--- config.mk ---
export PLATFORM = sky130hd
export DESIGN_NAME = palette_scheduler
export DESIGN_NICKNAME = d
export VERILOG_FILES = /design/src/rtl/palette_scheduler.sv
export SDC_FILE = /design/constraint.sdc
export NUM_CORES = 1
export LEC_CHECK = 0
export CAP_MARGIN = 20
export CORE_UTILIZATION = 35
export DETAILED_ROUTE_END_ITERATION = 10
export DONT_BUFFER_PORTS = 1
export SLEW_MARGIN = 0
export SYNTH_ARGS = -nofsm -noshare
export SYNTH_HDL_FRONTEND = slang
export SYNTH_SLANG_ARGS = --single-unit
--- constraint.sdc ---
create_clock -name clk -period 2.5 [get_ports clk]
set_input_delay 0.5 -clock clk [delete_from_list [all_inputs] [get_ports clk]]
set_output_delay 0.5 -clock clk [all_outputs]
set_load 0.01 [all_outputs]
--- src/rtl/palette_scheduler.sv ---
// -----------------------------------------------------------------------------
// palette_scheduler
//
// Per-frame sequencer for the serial character-matrix LED path. On each frame
// request it walks pixels 0..NUM_PIXELS-1 in order. For each pixel it:
//   * computes a palette ROM address from the latched mode, the pixel index and
//     a scrolling offset,
//   * masks the ROM colour with the character generator's on/off bit, and
//   * hands the colour to the LED serialiser over a valid/ready handshake.
// The scroll offset advances once every FRAMES_PER_STEP completed frames, which
// produces the rainbow scroll.
//
// Ports:
//   clk          in   system clock; all state changes on the rising edge
//   rst          in   asynchronous active-high reset
//   frame_start  in   one-cycle frame request; honoured only while idle
//   mode         in   0 scroll, 1 fixed, 2 flat-cycle, 3 reserved (acts as 0)
//   color_sel    in   palette entry used in fixed mode
//   rom_addr     out  palette ROM address (combinational)
//   rom_data     in   palette ROM colour, combinational from rom_addr (GRB)
//   pixel_index  out  index of the pixel being fetched or presented
//   pixel_on     in   character-generator bit for pixel_index (combinational)
//   pixel_valid  out  pixel_color is valid
//   pixel_ready  in   serialiser accepts the pixel
//   pixel_color  out  masked colour
//   frame_done   out  one-cycle pulse after the last pixel handshake
//   busy         out  high whenever the sequencer is not idle
//
// Handshake: a pixel transfers on a rising edge where pixel_valid and
// pixel_ready are both high. Once pixel_valid is raised, pixel_valid,
// pixel_color and pixel_index hold their values until that transfer; the
// serialiser may hold pixel_ready low for any number of cycles.
// -----------------------------------------------------------------------------
module palette_scheduler #(
    parameter int NUM_PIXELS      = 40,
    parameter int PIX_WIDTH       = 6,
    parameter int ADDR_WIDTH      = 4,
    parameter int DATA_WIDTH      = 24,
    parameter int FRAMES_PER_STEP = 4
) (
    input  logic                  clk,
    input  logic                  rst,
    input  logic                  frame_start,
    input  logic [1:0]            mode,
    input  logic [ADDR_WIDTH-1:0] color_sel,
    output logic [ADDR_WIDTH-1:0] rom_addr,
    input  logic [DATA_WIDTH-1:0] rom_data,
    output logic [PIX_WIDTH-1:0]  pixel_index,
    input  logic                  pixel_on,
    output logic                  pixel_valid,
    input  logic                  pixel_ready,
    output logic [DATA_WIDTH-1:0] pixel_color,
    output logic                  frame_done,
    output logic                  busy
);

    // Frame counter wide enough to hold FRAMES_PER_STEP-1 (at least one bit).
    localparam int FCW = (FRAMES_PER_STEP > 1) ? $clog2(FRAMES_PER_STEP) : 1;

    localparam logic [PIX_WIDTH-1:0] LAST_PIX   = PIX_WIDTH'(NUM_PIXELS - 1);
    localparam logic [FCW-1:0]       LAST_FRAME = FCW'(FRAMES_PER_STEP - 1);

    localparam logic [1:0] MODE_FIXED = 2'd1;
    localparam logic [1:0] MODE_FLAT  = 2'd2;

    typedef enum logic [1:0] {
        IDLE    = 2'd0,
        FETCH   = 2'd1,
        PRESENT = 2'd2,
        DONE    = 2'd3
    } state_t;

    state_t                  state_q,       state_d;
    logic [PIX_WIDTH-1:0]    pix_idx_q,     pix_idx_d;
    logic [ADDR_WIDTH-1:0]   offset_q,      offset_d;
    logic [FCW-1:0]          frame_cnt_q,   frame_cnt_d;
    logic [1:0]              mode_q,        mode_d;
    logic [ADDR_WIDTH-1:0]   color_sel_q,   color_sel_d;
    logic                    valid_q,       valid_d;
    logic [DATA_WIDTH-1:0]   color_q,       color_d;
    logic                    done_q,        done_d;
    logic                    busy_q,        busy_d;

    // -------------------------------------------------------------------------
    // Palette address. Only meaningful during FETCH, but driven from the same
    // function in every state so the ROM sees a steady, glitch-free address.
    // All additions wrap modulo the ROM size (carry dropped). Mode 3 falls into
    // the scroll branch.
    // -------------------------------------------------------------------------
    always_comb begin
        rom_addr = pix_idx_q[ADDR_WIDTH-1:0] + offset_q;
        case (mode_q)
            MODE_FIXED: rom_addr = color_sel_q;
            MODE_FLAT:  rom_addr = offset_q;
            default:    rom_addr = pix_idx_q[ADDR_WIDTH-1:0] + offset_q;
        endcase
    end

    // -------------------------------------------------------------------------
    // Next-state logic.
    // -------------------------------------------------------------------------
    always_comb begin
        state_d     = state_q;
        pix_idx_d   = pix_idx_q;
        offset_d    = offset_q;
        frame_cnt_d = frame_cnt_q;
        mode_d      = mode_q;
        color_sel_d = color_sel_q;
        valid_d     = valid_q;
        color_d     = color_q;
        done_d      = 1'b0;

        case (state_q)
            IDLE: begin
                // Mode and colour select are captured here so the whole frame
                // uses one consistent setting, whatever the inputs do later.
                if (frame_start) begin
                    mode_d      = mode;
                    color_sel_d = color_sel;
                    pix_idx_d   = '0;
                    state_d     = FETCH;
                end
            end

            FETCH: begin
                color_d = pixel_on ? rom_data : '0;
                valid_d = 1'b1;
                state_d = PRESENT;
            end

            PRESENT: begin
                if (valid_q && pixel_ready) begin
                    valid_d = 1'b0;
                    if (pix_idx_q == LAST_PIX) begin
                        // Raise frame_done for exactly the DONE cycle.
                        done_d  = 1'b1;
                        state_d = DONE;
                    end else begin
                        pix_idx_d = pix_idx_q + PIX_WIDTH'(1);
                        state_d   = FETCH;
                    end
                end
            end

            DONE: begin
                // The offset only moves here, so it is constant for a frame.
                if (frame_cnt_q == LAST_FRAME) begin
                    frame_cnt_d = '0;
                    offset_d    = offset_q + ADDR_WIDTH'(1);
                end else begin
                    frame_cnt_d = frame_cnt_q + FCW'(1);
                end
                state_d = IDLE;
            end

            default: begin
                state_d = IDLE;
            end
        endcase

        // Registered busy tracks the state it will be in next cycle.
        busy_d = (state_d != IDLE);
    end

    // -------------------------------------------------------------------------
    // State registers. Reset aborts any frame in flight: no frame_done, and the
    // offset and frame counter restart from zero.
    // -------------------------------------------------------------------------
    always_ff @(posedge clk or posedge rst) begin
        if (rst) begin
            state_q     <= IDLE;
            pix_idx_q   <= '0;
            offset_q    <= '0;
            frame_cnt_q <= '0;
            mode_q      <= '0;
            color_sel_q <= '0;
            valid_q     <= 1'b0;
            color_q     <= '0;
            done_q      <= 1'b0;
            busy_q      <= 1'b0;
        end else begin
            state_q     <= state_d;
            pix_idx_q   <= pix_idx_d;
            offset_q    <= offset_d;
            frame_cnt_q <= frame_cnt_d;
            mode_q      <= mode_d;
            color_sel_q <= color_sel_d;
            valid_q     <= valid_d;
            color_q     <= color_d;
            done_q      <= done_d;
            busy_q      <= busy_d;
        end
    end

    assign pixel_index = pix_idx_q;
    assign pixel_valid = valid_q;
    assign pixel_color = color_q;
    assign frame_done  = done_q;
    assign busy        = busy_q;

endmodule

==> impl_metrics.env <==
export IMPL_chipHeight_um=82.2
export IMPL_grt_pass1_wl_um=7340
export IMPL_setup_tns_ns=0
export IMPL_port_buffers=0
export IMPL_r2r_slack_ns=0.75
export IMPL_skew_ns=0.00840
export IMPL_wl_per_cell_um=15.0
export IMPL_synth_nets=268
export IMPL_vias=1525
export IMPL_slew_headroom_pct=62.5
export IMPL_setup_viol=0
export IMPL_gp_congestion=0.827
export IMPL_num_rows=28
export IMPL_worstPathCellList="ha_1 -> nand3_1 -> and3_1 -> or2_2 -> o211ai_1"
export IMPL_insertedDiodeCount=0
export IMPL_avgSynthCellArea_um2=10.1
export IMPL_root_buffer="clkbuf_8"
export IMPL_drive_gt1_share_pct=14.6
export IMPL_antenna_found_initial=0
export IMPL_core_area_um2=6060
export IMPL_initial_core_util_pct=37.2
export IMPL_slew_viol_final=0
export IMPL_r2r_cells=3
export IMPL_grt_overflow_total=0
export IMPL_grt_max_degree=51
export IMPL_crit_path_max_incr_delay_ns=0.48
export IMPL_peakVddDrop_mv=0.465
export IMPL_vias_per_cell=5.07
export IMPL_powerDensity_nw_per_um2=1060
export IMPL_synthCells=224
export IMPL_cts_buffers=5
export IMPL_synth_distinct_cells=41
export IMPL_ys_warn_count=0
export IMPL_worst_slack_ns=0.123
export IMPL_ys_seq_area_share_pct=52.2
export IMPL_drt_pass1_iter_count=4
export IMPL_rsz0062_at_grt="false"
export IMPL_drc=0
export IMPL_hold_violations=0
export IMPL_tightestPinTransition_ns=0.561
export IMPL_ys_ff_latch=47
export IMPL_ioPinCount=72
export IMPL_period_minus_slack_ns=2.38
export IMPL_cp_max_fo=7
export IMPL_fmax_mhz=421
export IMPL_final_util_pct=40.3
export IMPL_cts_sinks=47
export IMPL_insertion_delay_ns=0.29
export IMPL_crit_required_ns=2.00
export IMPL_min_path_type="in -> async"
export IMPL_endpoint_kind="primary output"
export IMPL_arrival_ns=1.88
export IMPL_grt_use_total_pct=14.5
export IMPL_grt_pass1_vias=1514
export IMPL_cts_buffer_depth=2
export IMPL_dieArea_um2=6760
export IMPL_synth_cell_area_um2=2250
export IMPL_worstSetupPathType="reg -> out"
export IMPL_crit_path_top_delay_cell="dfrtp_2"
export IMPL_ant_nets=0
export IMPL_die_w_um=82.2
export IMPL_cap_viol_max_count=0
export IMPL_p_leak_uw=0.00107
export IMPL_startpoint_type="flop"
export IMPL_wirelength_um=4500
export IMPL_place_ws_ns=0.386
export IMPL_r2r_end="color_sel_q[1]"
export IMPL_status="completed"
export IMPL_rr_startpoint="state_q[0]"
export IMPL_min_period_over_period_pct=95.1
export IMPL_drt_iter0_markers=112
export IMPL_synthToLayoutAreaGrowth_pct=8.38
export IMPL_cts_tree="done"
export IMPL_fin_hold_ws_ns=0.134
export IMPL_cts_htree_levels=2
export IMPL_finalNetCount=269
export IMPL_dp_hpwl_um=3240
export IMPL_clkTransAtPathRegs_ns=0.09
## critical path, delay by kind of cell, from the launching register on
kind / cells / cell delay (ns)
adder cells (fa/ha/maj): 1 / 0.30
AND/OR/NAND/NOR: 3 / 0.55
AO/OA/AOI/OAI: 1 / 0.27
flip-flops: 1 / 0.48
## synthesized netlist by cell type
library cell   n  area share [%]
a21oi_4        1            0.72
a31oi_1        1            0.28
nor2b_1        1            0.28
nand2b_4       1            0.61
buf_6          1            0.50
nand2_1       54             9.0
nand3_2        1            0.44
mux2_2         6             3.0
dfrtp_1       47              52
xor2_1         2            0.78
fa_1           1            0.89
xnor2_1        4             1.6
nand2b_1       2            0.56
a22oi_1        2            0.67
ha_1           8             4.4
a21o_1         1            0.33
mux2i_1        1            0.44
inv_1         10             1.7
nor3b_2        1            0.56
a21boi_2       1            0.50
o21a_1         1            0.33
o21ai_0       29             6.4
nand2_2        1            0.28
buf_1          2            0.33
buf_4          2            0.67
a22o_1         1            0.39
clkbuf_1       6             1.0
o211ai_1       1            0.33
or4b_1         1            0.44
o22ai_1        1            0.28
a2111oi_4      2             2.4
a21oi_1        5             1.1
nand4_1        3            0.83
nor4b_2        1            0.67
a221oi_1       2            0.78
o31ai_1        1            0.33
nand3_1        7             1.6
or2_2          1            0.28
nor3_1         3            0.67
nor2_1         7             1.2
and3_1         1            0.28
## sequential cells by signal (all words and copies together) (netlist names)
signal       cells
color_sel_q      4
busy             1
offset_q         4
pixel_color     24
frame_done       1
state_q          2
pixel_index      6
pixel_valid      1
mode_q           2
frame_cnt_q      2
## worst max-delay path by stage
stage | from | endpoint | slack, ns | cells past startpoint
2_1_floorplan | pixel_index[2] | rom_addr[3] | 0.38 | 5
3_3_place_gp | pixel_index[1] | rom_addr[3] | 0.41 | 5
3_5_place_dp | pixel_index[1] | rom_addr[3] | 0.39 | 5
4_1_cts | pixel_index[1] | rom_addr[3] | 0.05 | 5
5_1_grt | pixel_index[1] | rom_addr[3] | 0.0007 | 5
6_report | pixel_index[1] | rom_addr[3] | 0.12 | 5
## layer usage
metal,up-vias,wire (um),GRT usage (%)
li1,759,-,-
met1,731,2050,18.0
met2,33,2160,23.1
met3,2,254,5.71
met4,0,36,4.21
met5,-,0,0
## per-stage QoR
| stage | total power, uW | cell area (um^2) | std cells |
|---|---|---|---|
| after CTS | 2620 | 2420 | 301 |
| final | 2590 | 2440 | 301 |
| after global routing | 2820 | 2440 | 301 |
| after floorplan | 1980 | 2250 | 224 |
| after detailed placement | 2170 | 2340 | 293 |
| after global placement | 2150 | 2340 | 293 |
## cell type report
cell class / instances / area [um^2]
clock buffer: 5 / 68.8
clock inverter: 3 / 15.0
fill: 622 / 3620
inverter: 10 / 37.5
multi-input combinational: 156 / 1000
sequential: 47 / 1180
tap: 75 / 93.8
timing repair buffer: 5 / 50.0
## layout by cell type, fill, tap and decap left out, drive strengths merged, types with 2 or more instances in the layout
cell,Yosys,routed
a21oi,6,6
nand4,3,3
dfrtp,47,47
clkinv,0,3
clkbuf,6,5
buf,5,5
a2111oi,2,2
xnor2,4,4
a22oi,2,2
a221oi,2,2
nand3,8,8
nand2,55,55
inv,10,10
ha,8,8
nor2,7,7
o21ai,29,29
xor2,2,2
mux2,6,6
nand2b,3,3
nor3,3,3
## report_power, final
part | switching, uW | internal (uW)
clock network | 250 | 192
logic | 493 | 323
registers | 314 | 1020
## logic make-up after synthesis
| family | share of synthesized area [%] |
|---|---|
| mux | 3.44 |
| flops | 52.2 |
| fa+ha+maj | 5.33 |
| buf+inv | 4.16 |
| xor+xnor | 2.33 |
| simple gates | 17.6 |
| compound gates | 14.9 |
## repair_timing
item,CTS,global route
hold buffers,0,0
endpoints found under the hold margin,0,0
endpoints found under the setup margin,0,1
resized for setup,0,3
buffers inserted,0,0
Note: power is estimated with default switching activity, not from simulation.
